--- config.mk ---
export PLATFORM = sky130hd
export DESIGN_NAME = weighted_rr_arbiter
export DESIGN_NICKNAME = d
export VERILOG_FILES = /design/src/rtl/weighted_rr_arbiter_pkg.sv /design/src/rtl/weighted_rr_arbiter_picker.sv /design/src/rtl/weighted_rr_arbiter.sv
export SDC_FILE = /design/constraint.sdc
export NUM_CORES = 1
export LEC_CHECK = 0
export ABC_AREA = 1
export BUFFER_PORTS_ARGS = -buffer_cell sky130_fd_sc_hd__buf_4
export CAP_MARGIN = 20
export CORE_MARGIN = 1.5
export CORE_UTILIZATION = 51
export DETAILED_ROUTE_END_ITERATION = 10
export PLACE_DENSITY = 0.76
export REMOVE_ABC_BUFFERS = 1
export SYNTH_ARGS = -nofsm -noshare
export SYNTH_HDL_FRONTEND = slang
export SYNTH_SLANG_ARGS = --single-unit
export TNS_END_PERCENT = 5
--- constraint.sdc ---
create_clock -name clk_i -period 6.5 [get_ports clk_i]
set_clock_uncertainty 0.05 [all_clocks]
set_input_delay 0.65 -clock clk_i [delete_from_list [all_inputs] [get_ports clk_i]]
set_output_delay 0.65 -clock clk_i [all_outputs]
set_load 0.01 [all_outputs]
--- src/rtl/weighted_rr_arbiter_pkg.sv ---
// Shared types and helpers for the weighted round-robin arbiter.
//   arb_state_e : arbiter FSM state (IDLE / GRANT)
//   cyc_inc     : cyclic index increment, wrapping at num-1 back to 0
package weighted_rr_arbiter_pkg;

  typedef enum logic [0:0] {
    ST_IDLE  = 1'b0,
    ST_GRANT = 1'b1
  } arb_state_e;

  // Wrap is an explicit compare so non-power-of-two counts never overflow into unused indices.
  function automatic int unsigned cyc_inc(input int unsigned idx, input int unsigned num);
    if (idx >= num - 32'd1) begin
      return 32'd0;
    end
    return idx + 32'd1;
  endfunction

endpackage

--- src/rtl/weighted_rr_arbiter_picker.sv ---
// Combinational cyclic priority picker.
//   req_i    : request vector
//   start_i  : highest-priority index for this scan
//   onehot_o : one-hot of the first requester found scanning start_i, start_i+1, ...
//   idx_o    : index of that requester
//   found_o  : any request present
module cyclic_priority_picker
  import weighted_rr_arbiter_pkg::*;
#(
  parameter int unsigned NUM_REQ = 4,
  parameter int unsigned IDX_W   = (NUM_REQ > 1) ? $clog2(NUM_REQ) : 1
) (
  input  logic [NUM_REQ-1:0] req_i,
  input  logic [IDX_W-1:0]   start_i,
  output logic [NUM_REQ-1:0] onehot_o,
  output logic [IDX_W-1:0]   idx_o,
  output logic               found_o
);

  // Walk the ring from start_i; inner loop keeps every bit select constant.
  always_comb begin
    logic [IDX_W-1:0] v_idx;
    logic             v_found;
    onehot_o = '0;
    idx_o    = '0;
    v_found  = 1'b0;
    v_idx    = start_i;
    for (int unsigned k = 0; k < NUM_REQ; k++) begin
      for (int unsigned j = 0; j < NUM_REQ; j++) begin
        if (!v_found && (v_idx == IDX_W'(j)) && req_i[j]) begin
          v_found     = 1'b1;
          idx_o       = IDX_W'(j);
          onehot_o[j] = 1'b1;
        end
      end
      v_idx = IDX_W'(cyc_inc(32'(v_idx), NUM_REQ));
    end
    found_o = v_found;
  end

endmodule

--- src/rtl/weighted_rr_arbiter.sv ---
// Weighted round-robin arbiter with registered grant/ack handshake.
//   clk_i, srst_i : clock, synchronous active-high reset
//   allow_i       : permit new grants (held grants are never revoked)
//   req_i         : request lines, held until acknowledged
//   weight_i      : packed per-requester weights, sampled at grant time
//   ack_i         : consumer accepts the current grant
//   gnt_o         : registered one-hot grant
//   gnt_idx_o     : index of granted requester
//   gnt_valid_o   : |gnt_o
module weighted_rr_arbiter
  import weighted_rr_arbiter_pkg::*;
#(
  parameter int unsigned NUM_REQ  = 4,
  parameter int unsigned WEIGHT_W = 4,
  parameter int unsigned IDX_W    = (NUM_REQ > 1) ? $clog2(NUM_REQ) : 1
) (
  input  logic                         clk_i,
  input  logic                         srst_i,
  input  logic                         allow_i,
  input  logic [NUM_REQ-1:0]           req_i,
  input  logic [NUM_REQ*WEIGHT_W-1:0]  weight_i,
  input  logic                         ack_i,
  output logic [NUM_REQ-1:0]           gnt_o,
  output logic [IDX_W-1:0]             gnt_idx_o,
  output logic                         gnt_valid_o
);

  arb_state_e          r_state;
  logic [IDX_W-1:0]    r_ptr;
  logic [IDX_W-1:0]    r_owner;
  logic [WEIGHT_W-1:0] r_credit;
  logic [NUM_REQ-1:0]  r_gnt;

  arb_state_e          w_state_nxt;
  logic [IDX_W-1:0]    w_ptr_nxt;
  logic [IDX_W-1:0]    w_owner_nxt;
  logic [WEIGHT_W-1:0] w_credit_nxt;
  logic [NUM_REQ-1:0]  w_gnt_nxt;

  logic                w_own_req;
  logic [NUM_REQ-1:0]  w_req_masked;
  logic [NUM_REQ-1:0]  w_pick_req;
  logic [IDX_W-1:0]    w_owner_inc;
  logic [IDX_W-1:0]    w_pick_start;
  logic [NUM_REQ-1:0]  w_pick_oh;
  logic [IDX_W-1:0]    w_pick_idx;
  logic                w_pick_found;
  logic [WEIGHT_W-1:0] w_pick_w;
  logic [WEIGHT_W-1:0] w_pick_credit;

  // r_gnt doubles as the owner's one-hot while in GRANT.
  assign w_own_req    = |(req_i & r_gnt);
  assign w_req_masked = req_i & ~r_gnt;
  assign w_owner_inc  = IDX_W'(cyc_inc(32'(r_owner), NUM_REQ));

  // On release the owner competes only when nobody else is requesting.
  assign w_pick_req   = (r_state == ST_GRANT) ? ((|w_req_masked) ? w_req_masked : req_i) : req_i;
  assign w_pick_start = (r_state == ST_GRANT) ? w_owner_inc : r_ptr;

  cyclic_priority_picker #(
    .NUM_REQ (NUM_REQ),
    .IDX_W   (IDX_W)
  ) u_picker (
    .req_i    (w_pick_req),
    .start_i  (w_pick_start),
    .onehot_o (w_pick_oh),
    .idx_o    (w_pick_idx),
    .found_o  (w_pick_found)
  );

  // Weight of the picked requester; zero weight behaves as one.
  always_comb begin
    w_pick_w = '0;
    for (int unsigned i = 0; i < NUM_REQ; i++) begin
      if (w_pick_idx == IDX_W'(i)) begin
        w_pick_w = weight_i[i*WEIGHT_W +: WEIGHT_W];
      end
    end
    w_pick_credit = (w_pick_w == '0) ? WEIGHT_W'(1) : w_pick_w;
  end

  // Next-state and datapath decisions.
  always_comb begin
    w_state_nxt  = r_state;
    w_ptr_nxt    = r_ptr;
    w_owner_nxt  = r_owner;
    w_credit_nxt = r_credit;
    w_gnt_nxt    = r_gnt;
    case (r_state)
      ST_IDLE: begin
        w_gnt_nxt = '0;
        if (allow_i && w_pick_found) begin
          w_state_nxt  = ST_GRANT;
          w_gnt_nxt    = w_pick_oh;
          w_owner_nxt  = w_pick_idx;
          w_credit_nxt = w_pick_credit;
        end
      end
      ST_GRANT: begin
        if (ack_i && w_own_req && allow_i && (r_credit > WEIGHT_W'(1))) begin
          w_credit_nxt = r_credit - WEIGHT_W'(1);
        end else if (ack_i || !w_own_req) begin
          // Release: rotate priority past the owner and hand over without a bubble.
          w_ptr_nxt = w_owner_inc;
          if (allow_i && w_pick_found) begin
            w_gnt_nxt    = w_pick_oh;
            w_owner_nxt  = w_pick_idx;
            w_credit_nxt = w_pick_credit;
          end else begin
            w_state_nxt = ST_IDLE;
            w_gnt_nxt   = '0;
          end
        end
      end
      default: begin
        w_state_nxt = ST_IDLE;
        w_gnt_nxt   = '0;
      end
    endcase
  end

  // State registers.
  always_ff @(posedge clk_i) begin
    if (srst_i) begin
      r_state  <= ST_IDLE;
      r_ptr    <= '0;
      r_owner  <= '0;
      r_credit <= '0;
      r_gnt    <= '0;
    end else begin
      r_state  <= w_state_nxt;
      r_ptr    <= w_ptr_nxt;
      r_owner  <= w_owner_nxt;
      r_credit <= w_credit_nxt;
      r_gnt    <= w_gnt_nxt;
    end
  end

  assign gnt_o       = r_gnt;
  assign gnt_idx_o   = r_owner;
  assign gnt_valid_o = |r_gnt;

endmodule
==> results of run 1 <==
==> cells by family (layout without fill, tap and decap cells) <==
group           count (synthesis)  count (layout)  synth area share
xor+xnor                        2               2            0.0123
fa+ha+maj                       3               3            0.0264
simple gates                  130             130             0.474
compound gates                 42              42             0.177
buf+inv                        46              78             0.128
flops                          13              13             0.183
==> placed cells by master (no fill, tap or decap), drive strengths merged, types with 2 or more instances in the layout <==
cell	count
a21oi	20
o211ai	2
o21ai	12
xor2	2
clkbuf	4
or2	2
ha	3
a31oi	2
o2111ai	2
buf	30
nand2	61
inv	43
nand3	19
dfxtp	13
nand4	12
nor2	35
==> area by class of cell <==
| cell class | instances | area [um^2] | share of cell area |
|---|---|---|---|
| multi-input cells | 177 | 981 | 0.578 |
| flip-flops and latches | 13 | 260 | 0.153 |
| repair buffers | 30 | 225 | 0.133 |
| inverters | 44 | 168 | 0.0987 |
| well taps | 30 | 37.5 | 0.0221 |
| clock buffers | 4 | 26.3 | 0.0155 |
==> through the flow <==
| stage | worst slack [ps] | utilization | std cells | area, um^2 |
|---|---|---|---|---|
| 4_1_cts | 3380 | 0.661 | 298 | 1700 |
| 3_5_place_dp | 3300 | 0.651 | 294 | 1670 |
| 3_3_place_gp | 3330 | 0.651 | 294 | 1670 |
| 2_1_floorplan | 3710 | - | 234 | 1410 |
| 5_1_grt | 3060 | 0.661 | 298 | 1700 |
| 6_report | 3390 | 0.661 | 298 | 1700 |
==> layer usage <==
layer | wire length [um] | vias up | track usage
met2 | 1500 | 51 | 0.357
li1 | - | 838 | -
met5 | 0 | - | 0
met1 | 1720 | 689 | 0.341
met3 | 201 | 11 | 0.0581
met4 | 69 | 0 | 0.0680
==> registers in the layout, summed over array words and instances, names as in the netlist <==
| register | count |
|---|---|
| r_state | 1 |
| gnt_idx_o | 2 |
| r_ptr | 2 |
| r_credit | 4 |
| gnt_o | 4 |
==> cells in the mapped netlist (all sizes together) (2+ instances only) <==
cell type and instances:
dfxtp 13, o2111ai 2, inv 43, o21ai 12, or2 2, nand2 61, nand4 12, nor2 35
a31oi 2, ha 3, a21oi 20, buf 2, xor2 2, nand3 19, o211ai 2
==> power groups by stage <==
stage / logic, uW / registers [uW] / clock network [uW]
after floorplan: 177 / 107 / 0
after global placement: 235 / 108 / 0
after detailed placement: 236 / 108 / 0
after CTS: 237 / 107 / 53.1
after global routing: 270 / 109 / 55.4
final: 238 / 107 / 53.2
==> worst max-delay path, delay by kind of cell (launching register included) <==
kind	cells	cell delay, ps
simple gates	18	2020
compound gates	3	360
flops	1	350
fa+ha+maj	1	200
==> worst min-delay path by stage <==
stage / cells after the start / slack [ps] / start / end
floorplan: 2 / 410 / r_ptr[0]$_SDFFE_PP0P_ / r_ptr[0]$_SDFFE_PP0P_
global placement: 2 / 420 / r_ptr[0]$_SDFFE_PP0P_ / r_ptr[0]$_SDFFE_PP0P_
detailed placement: 2 / 420 / r_ptr[0]$_SDFFE_PP0P_ / r_ptr[0]$_SDFFE_PP0P_
CTS: 2 / 440 / r_ptr[0]$_SDFFE_PP0P_ / r_ptr[0]$_SDFFE_PP0P_
global route: 2 / 470 / r_ptr[0]$_SDFFE_PP0P_ / r_ptr[0]$_SDFFE_PP0P_
finish: 2 / 440 / r_ptr[0]$_SDFFE_PP0P_ / r_ptr[0]$_SDFFE_PP0P_
==> results.toml, run 1 <==
[setup_path]
startpoint_type = "flop"
r2r-end = "r_credit[0]$_SDFFE_PP0P_"
crit_top_cell = "nor2_4"
critPathCaptureType = "flop"
crit_chain = "ha_1, nor2_1, nand2_4, nand2_1, nor2_2, nand3_1, nand2_2, nor2_4, nand4_4, nor2_4, nand3_2, nor2_4, nand3_2, nor2_4, nand3_4, nand3_1, nand2_2, a21oi_1, o21a_1, nand2_1, nand2_1, a21oi_1"
crit_required_ps = 6630
critPathMaxFanout = 10
crit_path_max_incr_delay_ps = 350
rrSetupSlack_ps = 3390
r2r-start = "gnt_idx_o[0]$_SDFFE_PP0P_"
critPathKind = "reg2reg"
rr_worst_depth = 22
startpoint = "gnt_idx_o[0]$_SDFFE_PP0P_"
endpoint = "r_credit[0]$_SDFFE_PP0P_"
critical_path_arrival_ps = 3240
cp_slowest_cell = "dfxtp_1"

[logic_synthesis]
synth_flop_cell = "dfxtp_1"
yosysTopAreaCell = "dfxtp_1"
async_flop_share = 0
synth.area.top_cells = "dfxtp_1, nand2_1, inv_1"
synth_enable_flop_cells = 0
yosysWarnings = 0
ys_ff_latch = 13
netlist_instances = 236
ys_seq_area_frac = 0.183
synth_top_area_frac = 0.183
ys_types = 35
avgSynthCellArea_um2 = 6.03
synth_area_um2 = 1420

[power]
power.clock.fraction = 0.134
switching_power_uw = 189
comb_power_share = 0.598
p_sw_frac = 0.474
p_leak_uw = 0.000841
power_density_nw_per_um2 = 234
vdd_drop_max_mv = 0.173
power_uw = 397
p_int_uw = 209
seqPwrFrac = 0.268

[clock_network]
ctsLongestPathBuffers = 2
clkSinkCount = 13
htree_levels = 1
ctsResizeCount = 0
clkTransAtPathRegs_ps = 80
cts_buffers = 3
postCtsHoldBufs = 0
clk_latency_ps = 290
postCtsSetupBuffers = 0
cts_tree = "yes"
root_buffer = "clkbuf_4"

[sta]
setup_viol_count_final = 0
rsz0062_at_grt = "false"
hold_violations = 0
fin_tns_setup_ps = 0
period_minus_slack_ps = 3110
timing.slew.headroom = 0.660
hold_slack_ps = 435
slew_violations = 0
worst_slew_pin_slew_ps = 508
max_freq_ghz = 0.322
fin_crit_sh = 0.478

[floorplanning]
num_rows = 18
coreArea_um2 = 2570
initial_core_util = 0.555
die_h_um = 55.8
num_io_pins = 31
die_area_um2 = 3120
die_w_um = 55.8

[hold_path]
min_path_type = "reg2reg"

[final_layout]
antenna-diode-count = 0
syn2layout_area_growth_pct = 19.2
final_layout_size_suffix_gt1_frac = 0.246
nFillCells = 262
fin_nets = 296

[run]
drv_cap = 0

[grt]
grt_overflow = 0
grt_pass1_wl_um = 6150
antenna_found_initial = 0
grt_pass1_vias = 1444
grt_max_degree = 11
grt_usage = 0.239

[outcome]
status = "complete, no violations"

[placed_design]
portBuffers = 30
dpl.hpwl_um = 2820
gp_congestion = 0.937

[drt]
vias = 1589
remaining_drc_errors = 0
drt-initial-drc-count = 54
first_pass_iters = 6
ant_nets = 0
wl_um = 3500
wl_per_cell_um = 11.7
viasPerCell = 5.33
Note: power is estimated with default switching activity, not from simulation.
==> run 2, diff against run 1 <==
Settings changed: CORE_UTILIZATION 51 to 49.
Clock period 6.5 ns to 2.75 ns, I/O delays scaled along.
==> run 2 against run 1 <==
Compared with the run above: the run now ends with negative setup slack left; power increased to 3.0 times the previous value; count of clock-buffer cells in the layout unchanged; fmax increased by 9.2%; sequential power increased by 130%; setup slack got worse by 3500 ps; utilization increased by 13 points; critical path type unchanged; sequential share of layout area decreased by 3.1 points; combinational power increased to 3.4 times the previous value.
==> results.toml, run 2 (synthesis results as in run 1) <==
[floorplanning]
die_w_um = 56.9
die_h_um = 56.9
num_rows = 19
num_io_pins = 31
coreArea_um2 = 2760
initial_core_util = 0.516
die_area_um2 = 3240

[drt]
vias = 1854
first_pass_iters = 4
drt-initial-drc-count = 80
ant_nets = 0
remaining_drc_errors = 0
wl_um = 4560
viasPerCell = 5.36
wl_per_cell_um = 13.2

[setup_path]
cp_num_buf_inv = 3
rr_worst_depth = 22
r2r-end = "r_credit[0]$_SDFFE_PP0P_"
critPathKind = "reg2reg"
cp_slowest_cell = "dfxtp_2"
r2r-start = "gnt_idx_o[1]$_SDFFE_PP0P_"
rrSetupSlack_ps = -100
critPathCaptureType = "flop"
critical_path_arrival_ps = 3020
critPathMaxFanout = 7
crit_family = "simple AND/OR/NAND/NOR gates"
startpoint_type = "flop"
crit_path_max_incr_delay_ps = 340
crit_required_ps = 2930
crit_top_cell = "nand2_1"
crit_chain = "ha_4, inv_2, nand2_2, nand2_4, a21oi_4, nand3_2, nand2_2, nor2_4, buf_4, nand4_1, nand3_1, nor2_1, nand2_1, nor2_1, nand2_1, inv_2, nand3_1, and3_2, o21a_1, nand2_1, nand2_1, a21oi_1"

[placed_design]
placed_cell_area_um2 = 1940
gp_congestion = 0.893
dpl.hpwl_um = 3420
place_ws_ps = -228
portBuffers = 30

[final_layout]
final_layout_size_suffix_gt1_frac = 0.441
fin_nets = 343
antenna-diode-count = 0
design_area_um2 = 2180
layout_common_cells = "buf_4, nand2_1, inv_1"
syn2layout_area_growth_pct = 53.2
layout.cells.most_common = "buf_4"
final_util = 0.791

[sta]
worst_slew_pin_slew_ps = 316
period_minus_slack_ps = 2850
fin_crit_sh = 1.03
setup_viol_count_final = 2
fin_tns_setup_ps = -116
hold_violations = 0
rsz0062_at_grt = "true"
max_freq_ghz = 0.351
worst_slack_ps = -95.6
timing.slew.headroom = 0.789
slew_violations = 0

[clock_network]
root_buffer = "clkbuf_4"
htree_levels = 1
cts_tree = "yes"
clkSinkCount = 13
clkTransAtPathRegs_ps = 80
clk_latency_ps = 290
cts_buffers = 3
postCtsHoldBufs = 0
ctsLongestPathBuffers = 2

[hold_path]
min_path_cells = 2
min_from = "srst_i"
holdPathEnd = "r_state$_SDFF_PP0_"
min_path_type = "in2reg"

[grt]
grt_overflow = 0
grt_usage = 0.287
grt_pass1_wl_um = 7350
grt_pass1_vias = 1726
grt_max_degree = 11
antenna_found_initial = 0

[power]
power_density_nw_per_um2 = 546
vdd_drop_max_mv = 0.557
p_leak_uw = 0.00109

[run]
drv_cap = 0

[outcome]
status = "finished with violations"
failed_checks = "negative setup slack"
[run 2: changes by cell type in the layout (fill, tap and decap cells not counted), sizes merged]
cell	change
buf	+47
[run 2: per-layer routing]
metal / track usage / wire length, um
met4: 0.0963 / 102
met1: 0.343 / 1900
met3: 0.0714 / 293
met2: 0.499 / 2260
met5: 0 / 0
[run 2: final cells by class]
cell class | instances | area [um^2]
Fill cell | 235 | 577
Tap cell | 31 | 38.8
Multi-Input combinational cell | 177 | 1100
Clock buffer | 4 | 26.3
Timing Repair Buffer | 77 | 582
Sequential cell | 13 | 267
Inverter | 44 | 168
[run 2: worst max-delay path by stage]
stage	from	endpoint	slack, ps	cells after the start
3_3_place_gp	gnt_idx_o[0]$_SDFFE_PP0P_	r_credit[0]$_SDFFE_PP0P_	-200	22
6_report	gnt_idx_o[1]$_SDFFE_PP0P_	r_credit[0]$_SDFFE_PP0P_	-100	22
4_1_cts	gnt_idx_o[1]$_SDFFE_PP0P_	r_credit[0]$_SDFFE_PP0P_	-100	23
3_5_place_dp	gnt_idx_o[0]$_SDFFE_PP0P_	r_credit[0]$_SDFFE_PP0P_	-230	22
2_1_floorplan	gnt_idx_o[0]$_SDFFE_PP0P_	r_credit[0]$_SDFFE_PP0P_	-10	23
5_1_grt	gnt_idx_o[0]$_SDFFE_PP0P_	r_credit[0]$_SDFFE_PP0P_	-260	24
[run 2: through the flow]
step	hold slack [ps]	std cells	total power (uW)
after floorplan	294	234	671
after global placement	426	330	923
after detailed placement	433	330	937
after CTS	137	344	1140
after global routing	146	346	1280
final	147	346	1190
[run 2: worst reg2reg max path, stage by stage (launching register included)]
cell and delay, ps:
dfxtp_2 340, ha_4 290, inv_2 40, nand2_2 70, nand2_4 70, a21oi_4 150, nand3_2 100, nand2_2 110
nor2_4 60, buf_4 140, nand4_1 110, nand3_1 100, nor2_1 150, nand2_1 90, nor2_1 100, nand2_1 70
inv_2 120, nand3_1 80, and3_2 170, o21a_1 170, nand2_1 60, nand2_1 50, a21oi_1 110
[run 2: repair_timing]
item                       in CTS  in global routing
pin swaps                      20                 17
setup buffers                  10                  2
resized for setup              19                 17
setup endpoints to repair      10                 10
[run 2: where the power goes]
part | internal, uW | total (uW) | switching [uW]
sequential | 220 | 249 | 29.2
clock | 56.6 | 125 | 68.4
combinational | 377 | 816 | 438
